===== src/rtl/regfile_port_ctrl.sv =====
// Register-bank port initiator: queues writes in a small FIFO, drains them onto we_RF/A3/WD3,
// then sequences operand reads via A1/A2 -> RD1/RD2. Address range checking: REGFILE_ADDR_CHECK_EN.
module regfile_port_ctrl #(
  parameter int DATA_W      = 26,
  parameter int ADDR_W      = 5,
  parameter int NUM_REGS    = 13,
  parameter int WFIFO_DEPTH = 4
) (
  input  logic              clk,
  input  logic              rst,
  input  logic              wr_valid,
  output logic              wr_ready,
  input  logic [ADDR_W-1:0] wr_addr,
  input  logic [DATA_W-1:0] wr_data,
  input  logic              rd_valid,
  output logic              rd_ready,
  input  logic [ADDR_W-1:0] rd_addr1,
  input  logic [ADDR_W-1:0] rd_addr2,
  output logic              rsp_valid,
  input  logic              rsp_ready,
  output logic [DATA_W-1:0] rsp_rd1,
  output logic [DATA_W-1:0] rsp_rd2,
  output logic              we_RF,
  output logic [ADDR_W-1:0] A1,
  output logic [ADDR_W-1:0] A2,
  output logic [ADDR_W-1:0] A3,
  output logic [DATA_W-1:0] WD3,
  input  logic [DATA_W-1:0] RD1,
  input  logic [DATA_W-1:0] RD2,
  output logic              err_addr
);
  localparam int PTR_W = (WFIFO_DEPTH > 1) ? $clog2(WFIFO_DEPTH) : 1;
  localparam int CNT_W = $clog2(WFIFO_DEPTH + 1);
  localparam logic [CNT_W-1:0] FULL_CNT = CNT_W'(WFIFO_DEPTH);
  localparam logic [CNT_W-1:0] ONE_CNT  = CNT_W'(1);

  localparam logic [2:0] S_IDLE     = 3'd0;
  localparam logic [2:0] S_WRITE    = 3'd1;
  localparam logic [2:0] S_RD_ISSUE = 3'd2;
  localparam logic [2:0] S_RD_WAIT  = 3'd3;
  localparam logic [2:0] S_RESP     = 3'd4;

  logic [2:0]        r_state;
  logic [ADDR_W-1:0] r_fifo_addr [WFIFO_DEPTH];
  logic [DATA_W-1:0] r_fifo_data [WFIFO_DEPTH];
  logic [PTR_W-1:0]  r_wptr;
  logic [PTR_W-1:0]  r_rptr;
  logic [CNT_W-1:0]  r_count;

  logic              r_we_RF;
  logic [ADDR_W-1:0] r_A1;
  logic [ADDR_W-1:0] r_A2;
  logic [ADDR_W-1:0] r_A3;
  logic [DATA_W-1:0] r_WD3;
  logic              r_rsp_valid;
  logic [DATA_W-1:0] r_rsp_rd1;
  logic [DATA_W-1:0] r_rsp_rd2;
  logic              r_rd_bad;

  logic              w_wr_acc;
  logic              w_wr_bad;
  logic              w_push;
  logic              w_pop;
  logic              w_rd_acc;
  logic              w_rd_bad;
  logic              w_stay_write;
  logic [PTR_W-1:0]  w_rptr_nxt;
  logic [ADDR_W-1:0] w_next_addr;
  logic [DATA_W-1:0] w_next_data;

  assign wr_ready   = (r_count != FULL_CNT);
  assign rd_ready   = (r_state == S_IDLE) && (r_count == '0);
  assign w_wr_acc   = wr_valid && wr_ready;
  assign w_push     = w_wr_acc && !w_wr_bad;
  assign w_pop      = (r_state == S_WRITE);
  assign w_rd_acc   = rd_valid && rd_ready;
  assign w_rptr_nxt = r_rptr + PTR_W'(1);

  // With only one entry left, a same-cycle push is the next head; forward it past the FIFO memory.
  assign w_stay_write = (r_count > ONE_CNT) || w_push;
  assign w_next_addr  = (r_count > ONE_CNT) ? r_fifo_addr[w_rptr_nxt] : wr_addr;
  assign w_next_data  = (r_count > ONE_CNT) ? r_fifo_data[w_rptr_nxt] : wr_data;

`ifdef REGFILE_ADDR_CHECK_EN
  localparam logic [ADDR_W:0] NUM_REGS_C = (ADDR_W+1)'(NUM_REGS);
  logic r_err;

  assign w_wr_bad = ({1'b0, wr_addr} >= NUM_REGS_C);
  assign w_rd_bad = ({1'b0, rd_addr1} >= NUM_REGS_C) || ({1'b0, rd_addr2} >= NUM_REGS_C);

  always_ff @(posedge clk or negedge rst) begin
    if (!rst) begin
      r_err <= 1'b0;
    end else begin
      r_err <= (w_wr_acc && w_wr_bad) || (w_rd_acc && w_rd_bad);
    end
  end

  assign err_addr = r_err;
`else
  assign w_wr_bad = 1'b0;
  assign w_rd_bad = 1'b0;
  assign err_addr = 1'b0;
`endif

  // FIFO storage: data only, no reset
  always_ff @(posedge clk) begin
    if (w_push) begin
      r_fifo_addr[r_wptr] <= wr_addr;
      r_fifo_data[r_wptr] <= wr_data;
    end
  end

  // FIFO pointers and occupancy
  always_ff @(posedge clk or negedge rst) begin
    if (!rst) begin
      r_wptr  <= '0;
      r_rptr  <= '0;
      r_count <= '0;
    end else begin
      if (w_push) r_wptr <= r_wptr + PTR_W'(1);
      if (w_pop)  r_rptr <= w_rptr_nxt;
      case ({w_push, w_pop})
        2'b10:   r_count <= r_count + ONE_CNT;
        2'b01:   r_count <= r_count - ONE_CNT;
        default: r_count <= r_count;
      endcase
    end
  end

  // Sequencer: bank-side outputs load on the edge that enters each state
  always_ff @(posedge clk or negedge rst) begin
    if (!rst) begin
      r_state     <= S_IDLE;
      r_we_RF     <= 1'b0;
      r_A1        <= '0;
      r_A2        <= '0;
      r_A3        <= '0;
      r_WD3       <= '0;
      r_rsp_valid <= 1'b0;
      r_rsp_rd1   <= '0;
      r_rsp_rd2   <= '0;
      r_rd_bad    <= 1'b0;
    end else begin
      case (r_state)
        S_IDLE: begin
          if (r_count != '0) begin
            r_state <= S_WRITE;
            r_we_RF <= 1'b1;
            r_A3    <= r_fifo_addr[r_rptr];
            r_WD3   <= r_fifo_data[r_rptr];
          end else if (rd_valid) begin
            r_state  <= S_RD_ISSUE;
            r_A1     <= rd_addr1;
            r_A2     <= rd_addr2;
            r_rd_bad <= w_rd_bad;
          end
        end
        S_WRITE: begin
          if (w_stay_write) begin
            r_A3  <= w_next_addr;
            r_WD3 <= w_next_data;
          end else begin
            r_state <= S_IDLE;
            r_we_RF <= 1'b0;
          end
        end
        S_RD_ISSUE: begin
          r_state <= S_RD_WAIT;
        end
        S_RD_WAIT: begin
          r_state     <= S_RESP;
          r_rsp_valid <= 1'b1;
          r_rsp_rd1   <= r_rd_bad ? '0 : RD1;
          r_rsp_rd2   <= r_rd_bad ? '0 : RD2;
        end
        S_RESP: begin
          if (rsp_ready) begin
            r_state     <= S_IDLE;
            r_rsp_valid <= 1'b0;
          end
        end
        default: begin
          r_state <= S_IDLE;
          r_we_RF <= 1'b0;
        end
      endcase
    end
  end

  assign we_RF     = r_we_RF;
  assign A1        = r_A1;
  assign A2        = r_A2;
  assign A3        = r_A3;
  assign WD3       = r_WD3;
  assign rsp_valid = r_rsp_valid;
  assign rsp_rd1   = r_rsp_rd1;
  assign rsp_rd2   = r_rsp_rd2;

endmodule

===== config.mk =====
export PLATFORM = sky130hd
export DESIGN_NAME = regfile_port_ctrl
export DESIGN_NICKNAME = d
export VERILOG_FILES = /design/src/rtl/regfile_port_ctrl.sv
export SDC_FILE = /design/constraint.sdc
export NUM_CORES = 1
export LEC_CHECK = 0
export CAP_MARGIN = 10
export CORE_ASPECT_RATIO = 1.2
export CORE_UTILIZATION = 53
export CTS_BUF_LIST = sky130_fd_sc_hd__clkbuf_8
export DETAILED_ROUTE_END_ITERATION = 12
export GPL_ROUTABILITY_DRIVEN = 0
export PLACE_DENSITY_LB_ADDON = 0.05
export REMOVE_ABC_BUFFERS = 1
export SETUP_SLACK_MARGIN = 0.02
export SYNTH_ARGS = -nofsm -noshare
export SYNTH_HDL_FRONTEND = slang
export SYNTH_SLANG_ARGS = --single-unit
export TNS_END_PERCENT = 1

===== constraint.sdc =====
create_clock -name clk -period 2.45 [get_ports clk]
set_input_delay 0.245 -clock clk [delete_from_list [all_inputs] [get_ports clk]]
set_output_delay 0.245 -clock clk [all_outputs]
set_load 0.05 [all_outputs]

==> run_results.csv, run 1 <==
group,metric,value,unit
route,drt_iter0_drc,445,
floorplanning,die-width,129,um
logic_synthesis,netlist_instances,658,
route,dr_total_vias,6654,
route,drc_errors,0,
timing,finalCritPeriodShare,91.5,%
cts,cts_tree,"yes",
place,port_buffers,194,
cells_and_area,stdcell_area,13300,um^2
route,firstDrtPassIters,5,
worst_setup_path,endpoint,"wr_ready",
cells_and_area,n_antenna_cell,0,
worst_setup_path,reg2reg_to,"r_count[2]$_DFFE_PN0P_",
route,wl_met3,2.04,mm
cells_and_area,fin_util,70.2,%
cells_and_area,nets,968,
place,place_hpwl,15.1,mm
timing,setup_viol,0,
logic_synthesis,yosysSeqAreaShare,61.7,%
logic_synthesis,syn_area,10300,um^2
route,maxUsedRoutingLayer,"met4",
timing,clock.fmax,446,MHz
logic_synthesis,yosysUniqueCellTypes,43,
timing,min_period,2.24,ns
logic_synthesis,synth_seq_cells,229,
cts,clk_path_buf_depth,3,
grt,first_global_vias,6846,
cts,cts_buffers,37,
worst_setup_path,end_kind,"output port",
cts,cts.sinks,229,
min_path,hold_class,"in -> async",
route,wl_met1,9.32,mm
floorplanning,start_util,54.4,%
floorplanning,rows,55,
floorplanning,ios,196,
cells_and_area,areaGrowthSynthToFinish,29.1,%
timing,rsz0062_at_grt,"no",
cts,cts_setup_buffers,0,
timing,finClkSkew,0.0157,ns
timing,timing_worst_slew_pin_value,0.631,ns
grt,grtUsageTotal,24.4,%
worst_setup_path,reg2reg_depth,9,
worst_setup_path,arrival,2.00,ns
route,detail-route-antenna-nets,0,
worst_setup_path,reg2reg_slack,0.49,ns
power,peakVddDrop,0.742,mV
timing,finalMaxSlewViolations,0,
grt,grt_max_degree,54,
logic_synthesis,async_flop_share,45.9,%
timing,hold_violations,0,
logic_synthesis,yosys_warnings,0,
worst_setup_path,worstSetupStartpoint,"r_count[0]$_DFFE_PN0P_",
worst_setup_path,r2r_start,"r_count[0]$_DFFE_PN0P_",
power,p_per_area,1530,nW/um^2
logic_synthesis,yosys_most_used_dff,"edfxtp_1",
grt,grt_pass1_wl,36.8,mm
cts,htree_num_levels,2,
power,fin_total_pwr,20.4,mW
cts,cts.clk_slew.worst_paths,0.06,ns
floorplanning,core_area,18900,um^2
worst_setup_path,start_kind,"flip-flop",
cells_and_area,drive_gt1_share,19.1,%
route,postRouteWirelength,23.8,mm
logic_synthesis,synth_edf_count,124,
cts,clkLatencyLatePin,0.53,ns
logic_synthesis,avgSynthCellArea,15.6,um^2
place,placed_cell_area,12600,um^2
worst_setup_path,crit_fanout,6,
job,cap_violations,0,
timing,fin_hold_ws,0.260,ns
floorplanning,dieHeight,155,um
timing,slew_headroom,57.8,%
timing,tns,0,ns
worst_setup_path,cp.required,2.20,ns
route,via_per_inst,5.81,
route,wl_met2,11.9,mm
worst_setup_path,worst-setup-path-type,"reg -> out",
grt,gr-total-overflow,0,
floorplanning,dieArea,20000,um^2
cts,cts_root_buffer,"clkbuf_8",
route,wl_per_cell,20.8,um
run_status,status,"complete, no violations",
power,leakage,4.89,nW
grt,antenna_found_initial,0,
layer usage:
metal,vias to the layer above,track usage (%)
li1,2961,-
met1,3348,29.9
met2,293,41.8
met3,52,6.26
met4,0,8.24
met5,-,0
power by group:
part           total (mW)  switching, mW  internal [mW]
clock                3.17           1.45           1.72
sequential           6.24          0.746           5.49
combinational        11.0           6.60           4.37
total                20.4           8.80           11.6
through the flow:
stage	instances	setup slack, ns
6_report	1146	0.208
5_1_grt	1146	0.0941
4_1_cts	1146	0.184
3_5_place_dp	1077	0.475
3_3_place_gp	1077	0.544
2_1_floorplan	607	-1.17
worst min-delay path by stage:
| stage | from | end | slack [ns] | depth (start not counted) |
|---|---|---|---|---|
| 4_1_cts | rst | WD3[9]$_DFFE_PN0P_ | 0.25 | 2 |
| 3_5_place_dp | rst | rsp_rd2[0]$_DFFE_PN0P_ | 0.26 | 1 |
| 5_1_grt | rst | rsp_rd1[24]$_DFFE_PN0P_ | 0.28 | 2 |
| 6_report | rst | rsp_rd1[24]$_DFFE_PN0P_ | 0.26 | 2 |
| 2_1_floorplan | rst | A1[0]$_DFFE_PN0P_ | -0.05 | 0 |
| 3_3_place_gp | rst | rsp_rd2[12]$_DFFE_PN0P_ | 0.25 | 1 |
cells in the mapped netlist, types with 4 or more instances:
cell | number | area share, %
edfxtp_1 | 124 | 36
dfrtp_1 | 105 | 26
mux4_2 | 62 | 14
mux2_1 | 41 | 4.5
nand2_1 | 37 | 1.3
a21oi_1 | 33 | 1.6
a31oi_1 | 30 | 1.8
nor3b_1 | 30 | 2.2
o21a_1 | 30 | 2.2
clkbuf_1 | 24 | 0.87
o21ai_1 | 24 | 1.2
mux2_2 | 21 | 2.3
buf_2 | 13 | 0.63
o21ai_0 | 12 | 0.58
ha_1 | 9 | 1.1
buf_6 | 8 | 0.87
inv_1 | 7 | 0.26
nor2_1 | 7 | 0.26
buf_4 | 5 | 0.36
xnor2_1 | 5 | 0.43
and3_1 | 4 | 0.24
nand2b_1 | 4 | 0.24
logic make-up after synthesis:
| kind of cell | Yosys count | share of synthesized area [%] |
|---|---|---|
| xor+xnor | 6 | 0.510 |
| simple gates | 92 | 4.99 |
| buf+inv | 59 | 3.07 |
| mux | 125 | 20.4 |
| other cells | 1 | 0.0364 |
| fa+ha+maj | 9 | 1.09 |
| compound gates | 137 | 8.18 |
| flops | 229 | 61.7 |
state kept, by name, summed over array words and instances (netlist names), 3 cells and up:
name,count
rsp_rd1,26
r_state,3
WD3,26
A1,5
r_count,3
rsp_rd2,26
A2,5
r_fifo_addr,20
A3,5
r_fifo_data,104
critical path, cell delays in order (launching register included):
cell and delay [ns]:
dfrtp_1 0.44, inv_1 0.11, ha_1 0.23, nand2_1 0.15, dlygate4sd2_1 0.55
what timing repair did:
item	4_1_cts	5_1_grt
setup endpoints to repair	1	0
gates resized for setup	1	0
hold endpoints to repair	35	0
hold buffers	1	0
layout make-up:
| class | count | area (um^2) |
|---|---|---|
| inverter | 8 | 30.0 |
| clock inverter | 21 | 85.1 |
| fill | 1295 | 5630 |
| clock buffer | 47 | 647 |
| sequential | 229 | 6360 |
| tap | 256 | 320 |
| multi-input combinational | 370 | 3640 |
| timing repair buffer | 215 | 2210 |
cells in the final DEF, fill, tap and decap left out, drive strengths merged:
cell type and n:
or3 1, nor2 7, dlygate4sd3 1, a221oi 1, o21ai 36, and2 2
o211ai 1, o311a 1, nand3b 1, and3 4, conb 1, o32a 1
dfrtp 105, xnor2 5, o21ba 2, edfxtp 124, clkbuf 47, mux2 62
clkinvlp 1, nand2 38, dlygate4sd2 1, o22ai 1, o21a 30, mux2i 1
nor3 1, nor2b 2, nand2b 4, inv 21, a31oi 30, nor3b 30
clkdlybuf4s50 191, clkinv 7, mux4 62, o311ai 1, or4b 1, xor2 1
or2 1, buf 22, a21oi 33, ha 9
Power figures use the tool's default switching activity.
==> inputs of run 2 (changes only) <==
--- a/config.mk
+++ b/config.mk
@@ -9,6 +9,7 @@
 export CORE_ASPECT_RATIO = 1.2
 export CORE_UTILIZATION = 53
 export CTS_BUF_LIST = sky130_fd_sc_hd__clkbuf_8
+export CTS_CLUSTER_DIAMETER = 40
 export DETAILED_ROUTE_END_ITERATION = 12
 export GPL_ROUTABILITY_DRIVEN = 0
 export PLACE_DENSITY_LB_ADDON = 0.05
==> results of run 2 <==
Final layout, timing and power as in run 1 (identical DEF).
